`src/rtl/cordic_disp_pkg.sv`:
```
// Shared definitions for the CORDIC display path: BCD digit width,
// converter FSM state encoding and elaboration-time helper functions.
package cordic_disp_pkg;

  localparam int BCD_W = 4;

  localparam logic [1:0] ST_IDLE = 2'd0;
  localparam logic [1:0] ST_CONV = 2'd1;
  localparam logic [1:0] ST_DONE = 2'd2;

  typedef enum logic [1:0] {
    IDLE = ST_IDLE,
    CONV = ST_CONV,
    DONE = ST_DONE
  } state_t;

  // Number of bits needed to hold values 0 .. value-1.
  function automatic int clog2(input int value);
    int r;
    int v;
    r = 0;
    v = value - 1;
    while (v > 0) begin
      r++;
      v = v >>> 1;
    end
    return r;
  endfunction

  // 10^n, used to check that the digit count covers the input range.
  function automatic longint pow10(input int n);
    longint r;
    r = 1;
    for (int i = 0; i < n; i++) begin
      r = r * 10;
    end
    return r;
  endfunction

endpackage

```
`src/rtl/bcd_digit_adjust.sv`:
```
// Double-dabble correction for one BCD digit: add 3 when the digit is 5 or
// more so that the following left shift carries correctly into the next digit.
module bcd_digit_adjust
  import cordic_disp_pkg::*;
(
  input  logic [BCD_W-1:0] digit_in,
  output logic [BCD_W-1:0] digit_out
);

  // Add-3 correction applied before each shift.
  always_comb begin
    digit_out = digit_in;
    if (digit_in >= BCD_W'(5)) begin
      digit_out = digit_in + BCD_W'(3);
    end
  end

endmodule

```
`src/rtl/signed_to_bcd_seq.sv`:
```
// Sequential signed binary to packed BCD converter. Accepts one sample via
// valid/ready, converts the magnitude one bit per clock using shift-and-add-3,
// and holds the result plus sign until the display stage takes it.
module signed_to_bcd_seq
  import cordic_disp_pkg::*;
#(
  parameter int W        = 11,
  parameter int N_DIGITS = 5
) (
  input  logic                      clk,
  input  logic                      rst,
  input  logic                      in_valid,
  output logic                      in_ready,
  input  logic [W-1:0]              data_in,
  output logic                      out_valid,
  input  logic                      out_ready,
  output logic [BCD_W*N_DIGITS-1:0] bcd_out,
  output logic                      sig_out
);

  localparam int     CNT_W   = clog2(W + 1);
  localparam int     BCD_TOT = BCD_W * N_DIGITS;
  localparam longint MAX_BCD = pow10(N_DIGITS) - 1;
  localparam longint MAX_MAG = longint'(1) << (W - 1);

  localparam logic [CNT_W-1:0] CNT_ONE  = CNT_W'(1);
  localparam logic [CNT_W-1:0] CNT_LOAD = CNT_W'(W);
  localparam logic [W-1:0]     ONE_W    = {{(W-1){1'b0}}, 1'b1};

  // The digit count must be able to represent the most negative magnitude.
  if (MAX_BCD < MAX_MAG) begin : g_range_check
    $error("signed_to_bcd_seq: N_DIGITS too small for input width W");
  end

  state_t             state_reg;
  logic               in_ready_reg;
  logic               out_valid_reg;
  logic [W-1:0]       mag_reg;
  logic [BCD_TOT-1:0] bcd_reg;
  logic [CNT_W-1:0]   cnt_reg;
  logic               sig_reg;
  logic [BCD_TOT-1:0] bcd_out_reg;
  logic               sig_out_reg;

  logic [W-1:0]       data_mag;
  logic [BCD_TOT-1:0] bcd_adj;
  logic [BCD_TOT-1:0] bcd_next;
  logic [W-1:0]       mag_next;

  // Absolute value kept as W-bit unsigned so -2^(W-1) maps to 2^(W-1).
  assign data_mag = data_in[W-1] ? ((~data_in) + ONE_W) : data_in;

  // One add-3 cell per digit of the shift register.
  genvar gi;
  generate
    for (gi = 0; gi < N_DIGITS; gi++) begin : g_adjust
      bcd_digit_adjust u_adjust (
        .digit_in  (bcd_reg[gi*BCD_W +: BCD_W]),
        .digit_out (bcd_adj[gi*BCD_W +: BCD_W])
      );
    end
  endgenerate

  // Corrected digits and the remaining magnitude shift left as one register.
  assign {bcd_next, mag_next} = {bcd_adj, mag_reg} << 1;

  // Control FSM with the datapath registers and registered handshake outputs.
  always_ff @(posedge clk or posedge rst) begin
    if (rst) begin
      state_reg     <= IDLE;
      in_ready_reg  <= 1'b1;
      out_valid_reg <= 1'b0;
      mag_reg       <= '0;
      bcd_reg       <= '0;
      cnt_reg       <= '0;
      sig_reg       <= 1'b1;
      bcd_out_reg   <= '0;
      sig_out_reg   <= 1'b1;
    end else begin
      case (state_reg)
        IDLE: begin
          if (in_valid) begin
            mag_reg      <= data_mag;
            sig_reg      <= ~data_in[W-1];
            bcd_reg      <= '0;
            cnt_reg      <= CNT_LOAD;
            state_reg    <= CONV;
            in_ready_reg <= 1'b0;
          end
        end
        CONV: begin
          bcd_reg <= bcd_next;
          mag_reg <= mag_next;
          cnt_reg <= cnt_reg - CNT_ONE;
          if (cnt_reg == CNT_ONE) begin
            // Publish the finished result only on the edge that enters DONE.
            state_reg     <= DONE;
            out_valid_reg <= 1'b1;
            bcd_out_reg   <= bcd_next;
            sig_out_reg   <= sig_reg;
          end
        end
        DONE: begin
          if (out_ready) begin
            state_reg     <= IDLE;
            out_valid_reg <= 1'b0;
            in_ready_reg  <= 1'b1;
          end
        end
        default: begin
          state_reg     <= IDLE;
          in_ready_reg  <= 1'b1;
          out_valid_reg <= 1'b0;
        end
      endcase
    end
  end

  assign in_ready  = in_ready_reg;
  assign out_valid = out_valid_reg;
  assign bcd_out   = bcd_out_reg;
  assign sig_out   = sig_out_reg;

endmodule

```
`config.mk`:
```
export PLATFORM = sky130hd
export DESIGN_NAME = signed_to_bcd_seq
export DESIGN_NICKNAME = d
export VERILOG_FILES = /design/src/rtl/cordic_disp_pkg.sv /design/src/rtl/bcd_digit_adjust.sv /design/src/rtl/signed_to_bcd_seq.sv
export SDC_FILE = /design/constraint.sdc
export NUM_CORES = 1
export LEC_CHECK = 0
export CORE_ASPECT_RATIO = 0.7
export CORE_MARGIN = 5
export CORE_UTILIZATION = 62
export CTS_BUF_LIST = sky130_fd_sc_hd__clkbuf_4
export CTS_CLUSTER_DIAMETER = 30
export DETAILED_ROUTE_END_ITERATION = 8
export PLACE_DENSITY_LB_ADDON = 0.2
export REMOVE_ABC_BUFFERS = 1
export SLEW_MARGIN = 20
export SYNTH_ARGS = -nofsm -noshare
export SYNTH_HDL_FRONTEND = slang
export SYNTH_HIERARCHICAL = 1
export SYNTH_SLANG_ARGS = --single-unit
export TNS_END_PERCENT = 10
```
`constraint.sdc`:
```
create_clock -name clk -period 4.4 [get_ports clk]
set_input_delay 0.88 -clock clk [delete_from_list [all_inputs] [get_ports clk]]
set_output_delay 0.88 -clock clk [all_outputs]
set_load 0.02 [all_outputs]
```
* Word level (Yosys, flattened, before mapping)
Index checks and enable logic that the tools add are counted.
** Operators by class
- Bitwise gates (word level) :: 4
- Eq/ne operators :: 6
- Order comparisons :: 5
- Add/subtract/negate cells :: 7
- Reductions and logical operators :: 8
- Mux-type cells :: 22
** Operators by type and width (number)
- $pmux W20 S2 :: 1
- $mux W11 :: 2
- $pmux W11 S2 :: 1
- $ge A4 B3 Y1 const B :: 5
- $mux W20 :: 1
- $mux W4 :: 5
- $add A4 B2 Y4 const B :: 4
- $add A11 B1 Y11 const B :: 1
- $not A11 Y11 :: 1
- $reduce_and A3 Y1 :: 3
- $pmux W4 S2 :: 1
- $mux W2 :: 3
- $ne A2 B2 Y1 const B :: 3
- $pmux W1 S3 :: 2
- $pmux W2 S3 :: 1
- $reduce_and A2 Y1 :: 3
- $eq A4 B1 Y1 const B :: 1
- $mux W1 :: 4
- $sub A4 B1 Y4 const B :: 1
- $add A3 B2 Y3 const B :: 1
- $mux W3 :: 1
- $not A1 Y1 :: 3
- $eq A2 B1 Y1 const B :: 1
- $eq A2 B2 Y1 const B :: 1
- 2 further kinds :: 2
** Word-level totals
- Logic and storage cells :: 61
- Input port bits :: 15
- Register bits :: 61
- Output and inout bits :: 23

* Depth between registers and ports, before layout
Gate-level depths: netlist of run 1.
- Word-level depth :: 5
- Depth in mapped cells :: 7

* Modules after synthesis
Netlist of run 1, hierarchy kept.
** By module, submodules not included
- signed_to_bcd_seq :: instances 1, area an instance 2645.0 µm², cells an instance 245
- bcd_digit_adjust :: instances 5, area an instance 101.3 µm², cells an instance 16

* Worst setup path before layout of run 1
Ideal clock, no wire load.
- Path type :: input to register
- Start :: input port data_in[3]
- End :: register mag_reg[9]
- Path slack :: 2.382 ns
- Stages on the path :: 5
- Arrival :: 1.891 ns
- Required time :: 4.273 ns
- Setup time :: 0.127 ns
- Cell sequence :: or3_1 > buf_6 > o41ai_4 > xor2_1 > o21ai_1
** On the way
- Cells in the longest elaborated chain, start to end :: 5
** Ends and longest elaborated chain
- start, declared :: line signed_to_bcd_seq.sv:14 : input logic [W-1:0] data_in,
- $not A11 Y11 :: line signed_to_bcd_seq.sv:51 : assign data_mag = data_in[W-1] ? ((~data_in) + ONE_W) : data_in;
- $add A11 B1 Y11 :: line signed_to_bcd_seq.sv:51
- $mux W11 :: line signed_to_bcd_seq.sv:51
- $mux W11 :: line signed_to_bcd_seq.sv:82 : if (in_valid) begin
- $pmux W11 S2 :: line signed_to_bcd_seq.sv:80 : case (state_reg)
- end signal, assigned :: line signed_to_bcd_seq.sv:83 : mag_reg <= data_mag;
- end signal, assigned :: line signed_to_bcd_seq.sv:93 : mag_reg <= mag_next;
- end, declared :: line signed_to_bcd_seq.sv:38 : logic [W-1:0] mag_reg;
Every way passes these cells. The select of a mux whose other input is x is not followed.
A chain may end at the register's enable or synchronous reset.

* Final worst setup path of run 1
- Start :: register in_ready_reg (netlist: in_ready)
- End :: output port in_ready
** RTL lines
- start, declared :: line signed_to_bcd_seq.sv:36 : logic in_ready_reg;
- start signal, assigned :: line signed_to_bcd_seq.sv:71 : in_ready_reg <= 1'b1;
- start signal, assigned :: line signed_to_bcd_seq.sv:88 : in_ready_reg <= 1'b0;
- start signal, assigned :: line signed_to_bcd_seq.sv:107 : in_ready_reg <= 1'b1;
- end, declared :: line signed_to_bcd_seq.sv:13 : output logic in_ready,
No word-level cell between the ends.

==> results of run 1 <==
==> how the worst max path moves through the flow <==
stage          slack (ns)  cells past startpoint                     start                      to
2_1_floorplan        1.58                      3  state_reg[0]$_DFFE_PP0P_  bcd_out[0]$_DFFE_PP0P_
5_1_grt              1.87                      5    cnt_reg[1]$_DFFE_PP0P_  bcd_out[0]$_DFFE_PP0P_
3_3_place_gp         1.80                      4                  in_valid  mag_reg[9]$_DFFE_PP0P_
6_report             1.96                      1      in_ready$_DFFE_PP1P_                in_ready
4_1_cts              1.92                      1      in_ready$_DFFE_PP1P_                in_ready
3_5_place_dp         1.80                      5                data_in[3]  mag_reg[9]$_DFFE_PP0P_
==> per-layer routing <==
metal	share of wire [%]	GRT usage, %	routed length, um	vias up
met5	0	0	0	-
met4	1.8	7.20	116	0
met3	4.1	7.92	269	13
met2	48	33.4	3110	45
met1	46	30.0	3030	1172
li1	-	-	-	1151
==> placed cells by master, fill, tap and decap left out, drive strengths merged, types with 2 or more instances in the layout <==
cell type	count
mux2i	6
xor2	7
bufinv	2
dfrtp	58
o31ai	3
ha	13
nand2	71
nor3	3
nand2b	12
xnor2	6
a22oi	7
or3	2
a21oi	9
nor2b	2
o21ai	46
dfstp	3
inv	17
clkbuf	10
clkinv	4
clkdlybuf4s50	37
buf	3
o41ai	2
mux2	21
nor2	10
==> metrics by stage <==
step	utilization (%)	power, mW	setup slack (ns)
floorplan	-	1.83	1.58
global placement	73.3	2.19	1.80
detailed placement	73.3	2.28	1.80
CTS	76.4	2.72	1.92
finish	76.4	2.71	1.96
global route	76.4	2.93	1.87
==> final cells by class <==
cell class / instances / area share, %
clock buffer: 10 / 2.03
clock inverter: 6 / 2.10
inverter: 17 / 1.73
multi-input combinational: 228 / 39.8
sequential: 61 / 41.4
tap: 69 / 2.34
timing repair buffer: 40 / 10.6
==> power by group through the flow <==
stage	Combinational, mW	Sequential [mW]	Clock, mW
final	1.26	1.01	0.439
after global routing	1.41	1.05	0.479
after CTS	1.27	1.01	0.445
after detailed placement	1.27	1.02	0
after global placement	1.19	1.00	0
after floorplan	0.739	1.09	0
==> impl_metrics.yaml, run 1 <==
placement:
  dp.cells: 415
  io_buffers: 37
  place_area_um2: 3540
  place_congestion: 0.785
  hpwlAfterDp_mm: 4.54
floorplan:
  die_y_um: 69.5
  fp-row-count: 21
  start_util_pct: 64.8
  core_um2: 4830
  ioPinCount: 38
  dieArea_um2: 6600
  die_w_um: 94.9
clock_tree:
  htreeDepth: 3
  cts_buffers: 9
  clockRootBuffer: "clkbuf_4"
  post_cts_buffers: 0
  cts_tree: "yes"
  hold_buffers: 0
  cts_sinks: 61
  cts.path.max_buffers: 2
  insertion_delay_ns: 0.41
  cts_resized: 0
  clk_pin_slew_ns: 0.10
flow_run:
  max-cap-violations: 0
worst_hold_path:
  hold_class: "reg -> reg"
  worstHoldStart: "sig_reg$_DFFE_PP1P_"
  min_delay_path_depth: 2
  whs_endpoint: "sig_reg$_DFFE_PP1P_"
setup_path:
  r2r_cells: 4
  cp_top_family: "buffers and inverters"
  cp_data_required_time_ns: 3.52
  worstReg2RegEnd: "bcd_out[2]$_DFFE_PP0P_"
  critPathSlowestCell: "clkdlybuf4s50_1"
  critPathLaunchType: "flop"
  path_buf_inv: 1
  reg2reg_from: "state_reg[0]$_DFFE_PP0P_"
  crit_path_cell_trace: "clkdlybuf4s50_1"
  arrival_ns: 1.56
  critical_path_class: "reg -> out"
  max_stage_delay_ns: 0.60
  cp_max_fo: 3
  r2r_slack_ns: 2.07
  critPathCaptureType: "output port"
layout:
  n_antenna_cell: 0
  drive_gt1_share_pct: 14.4
  seq_area_um2: 1530
  fin_area_um2: 3690
  layout.cells.non_filler: 431
  n_fill_cell: 350
  layout.nets: 385
  multi_input_area_um2: 1470
  syn2layout_area_growth_pct: 18.0
power:
  sequentialPowerShare_pct: 37.3
  p_switching_mw: 1.11
  powerDensity_nw_per_um2: 734
  p_int_mw: 1.60
  pwr-share-clk_pct: 16.2
  switching_share_pct: 40.9
  power_frac_comb_pct: 46.5
  leakage_nw: 1.68
  ir_drop_mv: 0.368
logic_synthesis:
  avgSynthCellArea_um2: 9.76
  synth_area_um2: 3130
  synthCells: 321
  yosys_warnings: 6
drt:
  dr.pass1.iters: 4
  post-route-drc-count: 0
  wl_per_cell_um: 15.1
  viasPerCell: 5.52
  routed_wl_mm: 6.53
  vias: 2381
  ant_nets: 0
  drt-initial-drc-count: 107
global_routing:
  grt_overflow: 0
  antenna_found_initial: 0
  grt_pass1_wl_mm: 11.4
  grt_pass1_vias: 2438
  grt_max_degree: 39
  grtUsageTotal_pct: 22.2
timing:
  relSlewSlack_pct: 31.9
  fin_crit_sh_pct: 55.6
  whs_ns: 0.490
  finalWorstPathRequiredPeriod_ns: 2.44
  finalSetupTns_ns: 0
  hold_violations: 0
  setup_violations: 0
  rsz0062_at_grt: "false"
  maxSlewViolCount: 0
  max_freq_mhz: 409
  tightest_slew_ns: 1.02
  clock_skew_ns: 0.0163
status:
  outcome: "complete, no violations"
Note: power is estimated with default switching activity, not from simulation.
==> run 2, diff against run 1 <==
--- a/config.mk
+++ b/config.mk
@@ -7,7 +7,7 @@
 export LEC_CHECK = 0
 export CORE_ASPECT_RATIO = 0.7
 export CORE_MARGIN = 5
-export CORE_UTILIZATION = 62
+export CORE_UTILIZATION = 58
 export CTS_BUF_LIST = sky130_fd_sc_hd__clkbuf_4
 export CTS_CLUSTER_DIAMETER = 30
 export DETAILED_ROUTE_END_ITERATION = 8
==> constraint.sdc (replaced) <==
create_clock -name clk -period 2.5 [get_ports clk]
set_input_delay 0.5 -clock clk [delete_from_list [all_inputs] [get_ports clk]]
set_output_delay 0.5 -clock clk [all_outputs]
set_load 0.02 [all_outputs]
==> impl_metrics.yaml, run 2 (synthesized netlist as in run 1, its figures left out) <==
setup_path:
  crit_path_cell_trace: "clkdlybuf4s50_1"
  critPathSlowestCell: "clkdlybuf4s50_1"
  arrival_ns: 1.55
  critical_path_class: "reg -> out"
  r2r_cells: 6
  critPathCaptureType: "output port"
  max_stage_delay_ns: 0.60
  cp_max_fo: 3
  cp.depth: 1
  cp_data_required_time_ns: 2.00
  cp_top_family: "buffers and inverters"
  critPathLaunchType: "flop"
  path_buf_inv: 1
drt:
  routed_wl_mm: 5.98
  viasPerCell: 5.35
  wl_per_cell_um: 13.7
  ant_nets: 0
  post-route-drc-count: 0
  drt-initial-drc-count: 144
  dr.pass1.iters: 4
  vias: 2345
layout:
  n_antenna_cell: 0
  layout_commonest_cell: "nand2_1"
  layout.nets: 389
  syn2layout_area_growth_pct: 19.6
  utilization_pct: 71.6
  drive_gt1_share_pct: 15.3
  fin_area_um2: 3740
  mostFrequentLayoutCells: "nand2_1 (71), dfrtp_1 (58), o21ai_0 (38)"
global_routing:
  grt_max_degree: 62
  grt_pass1_vias: 2323
  grt_overflow: 0
  grtUsageTotal_pct: 18.5
  grt_pass1_wl_mm: 10.4
  antenna_found_initial: 0
placement:
  hpwlAfterDp_mm: 4.10
  io_buffers: 37
  place_congestion: 0.854
  dp_slack_ns: 0.304
  place_area_um2: 3590
clock_tree:
  clockRootBuffer: "clkbuf_4"
  cts_tree: "yes"
  cts_sinks: 61
  cts_buffers: 9
  post_cts_buffers: 0
  cts.path.max_buffers: 2
  cts_resized: 0
  hold_buffers: 0
  htreeDepth: 3
  clk_pin_slew_ns: 0.11
  insertion_delay_ns: 0.41
floorplan:
  die_y_um: 71.5
  ioPinCount: 38
  die_w_um: 97.8
  dieArea_um2: 6990
  start_util_pct: 59.9
  core_um2: 5230
  fp-row-count: 22
timing:
  relSlewSlack_pct: 68.9
  tightest_slew_ns: 0.467
  rsz0062_at_grt: "false"
  setup_violations: 0
  maxSlewViolCount: 0
  fin_crit_sh_pct: 82.0
  hold_violations: 0
  clock_skew_ns: 0.0166
  worst_slack_ns: 0.451
  finalWorstPathRequiredPeriod_ns: 2.05
  max_freq_mhz: 488
power:
  ir_drop_mv: 0.671
  powerDensity_nw_per_um2: 1270
  leakage_nw: 1.70
worst_hold_path:
  hold_class: "in -> async"
status:
  outcome: "complete, no violations"
flow_run:
  max-cap-violations: 0
## run 2: stage by stage
stage / hold slack, ns / power [mW] / std cells / TNS (ns)
after floorplan: 0.446 / 3.21 / 306 / -6.57
after global placement: 0.463 / 3.90 / 422 / 0
after detailed placement: 0.480 / 4.00 / 422 / 0
after CTS: 0.465 / 4.79 / 438 / 0
after global routing: 0.460 / 5.14 / 438 / 0
final: 0.466 / 4.75 / 438 / 0
## run 2: where the power goes
group | internal (mW) | total (mW) | switching, mW
Combinational | 1.00 | 2.21 | 1.21
Clock | 0.401 | 0.772 | 0.371
Sequential | 1.43 | 1.76 | 0.329
Total | 2.84 | 4.75 | 1.91
## run 2: final timing paths
| check | from | endpoint | slack (ns) |
|---|---|---|---|
| worst max-delay path | in_ready$_DFFE_PP1P_ | in_ready | 0.45 |
| worst min-delay path | rst | bcd_out[2]$_DFFE_PP0P_ | 0.47 |
| worst max register to register | cnt_reg[1]$_DFFE_PP0P_ | bcd_out[6]$_DFFE_PP0P_ | 0.72 |
| worst min register to register | sig_reg$_DFFE_PP1P_ | sig_reg$_DFFE_PP1P_ | 0.49 |
| max in group asynchronous | rst | in_ready$_DFFE_PP1P_ | 1.73 |
| min in group clk | sig_reg$_DFFE_PP1P_ | sig_reg$_DFFE_PP1P_ | 0.49 |
## run 2: layout make-up
type / instances / area [um2]
Inverter: 17 / 63.8
Sequential cell: 61 / 1530
Tap cell: 72 / 90.1
Timing Repair Buffer: 44 / 435
Clock inverter: 7 / 88.8
Clock buffer: 9 / 67.6
Multi-Input combinational cell: 228 / 1470
Fill cell: 413 / 1490
## run 2: layer usage
layer / share of wire (%) / track usage, % / routed length [um]
met3: 4.5 / 6.91 / 269
met4: 1.1 / 5.53 / 65
met5: 0 / 0 / 0
met2: 46 / 29.3 / 2770
met1: 48 / 23.9 / 2880
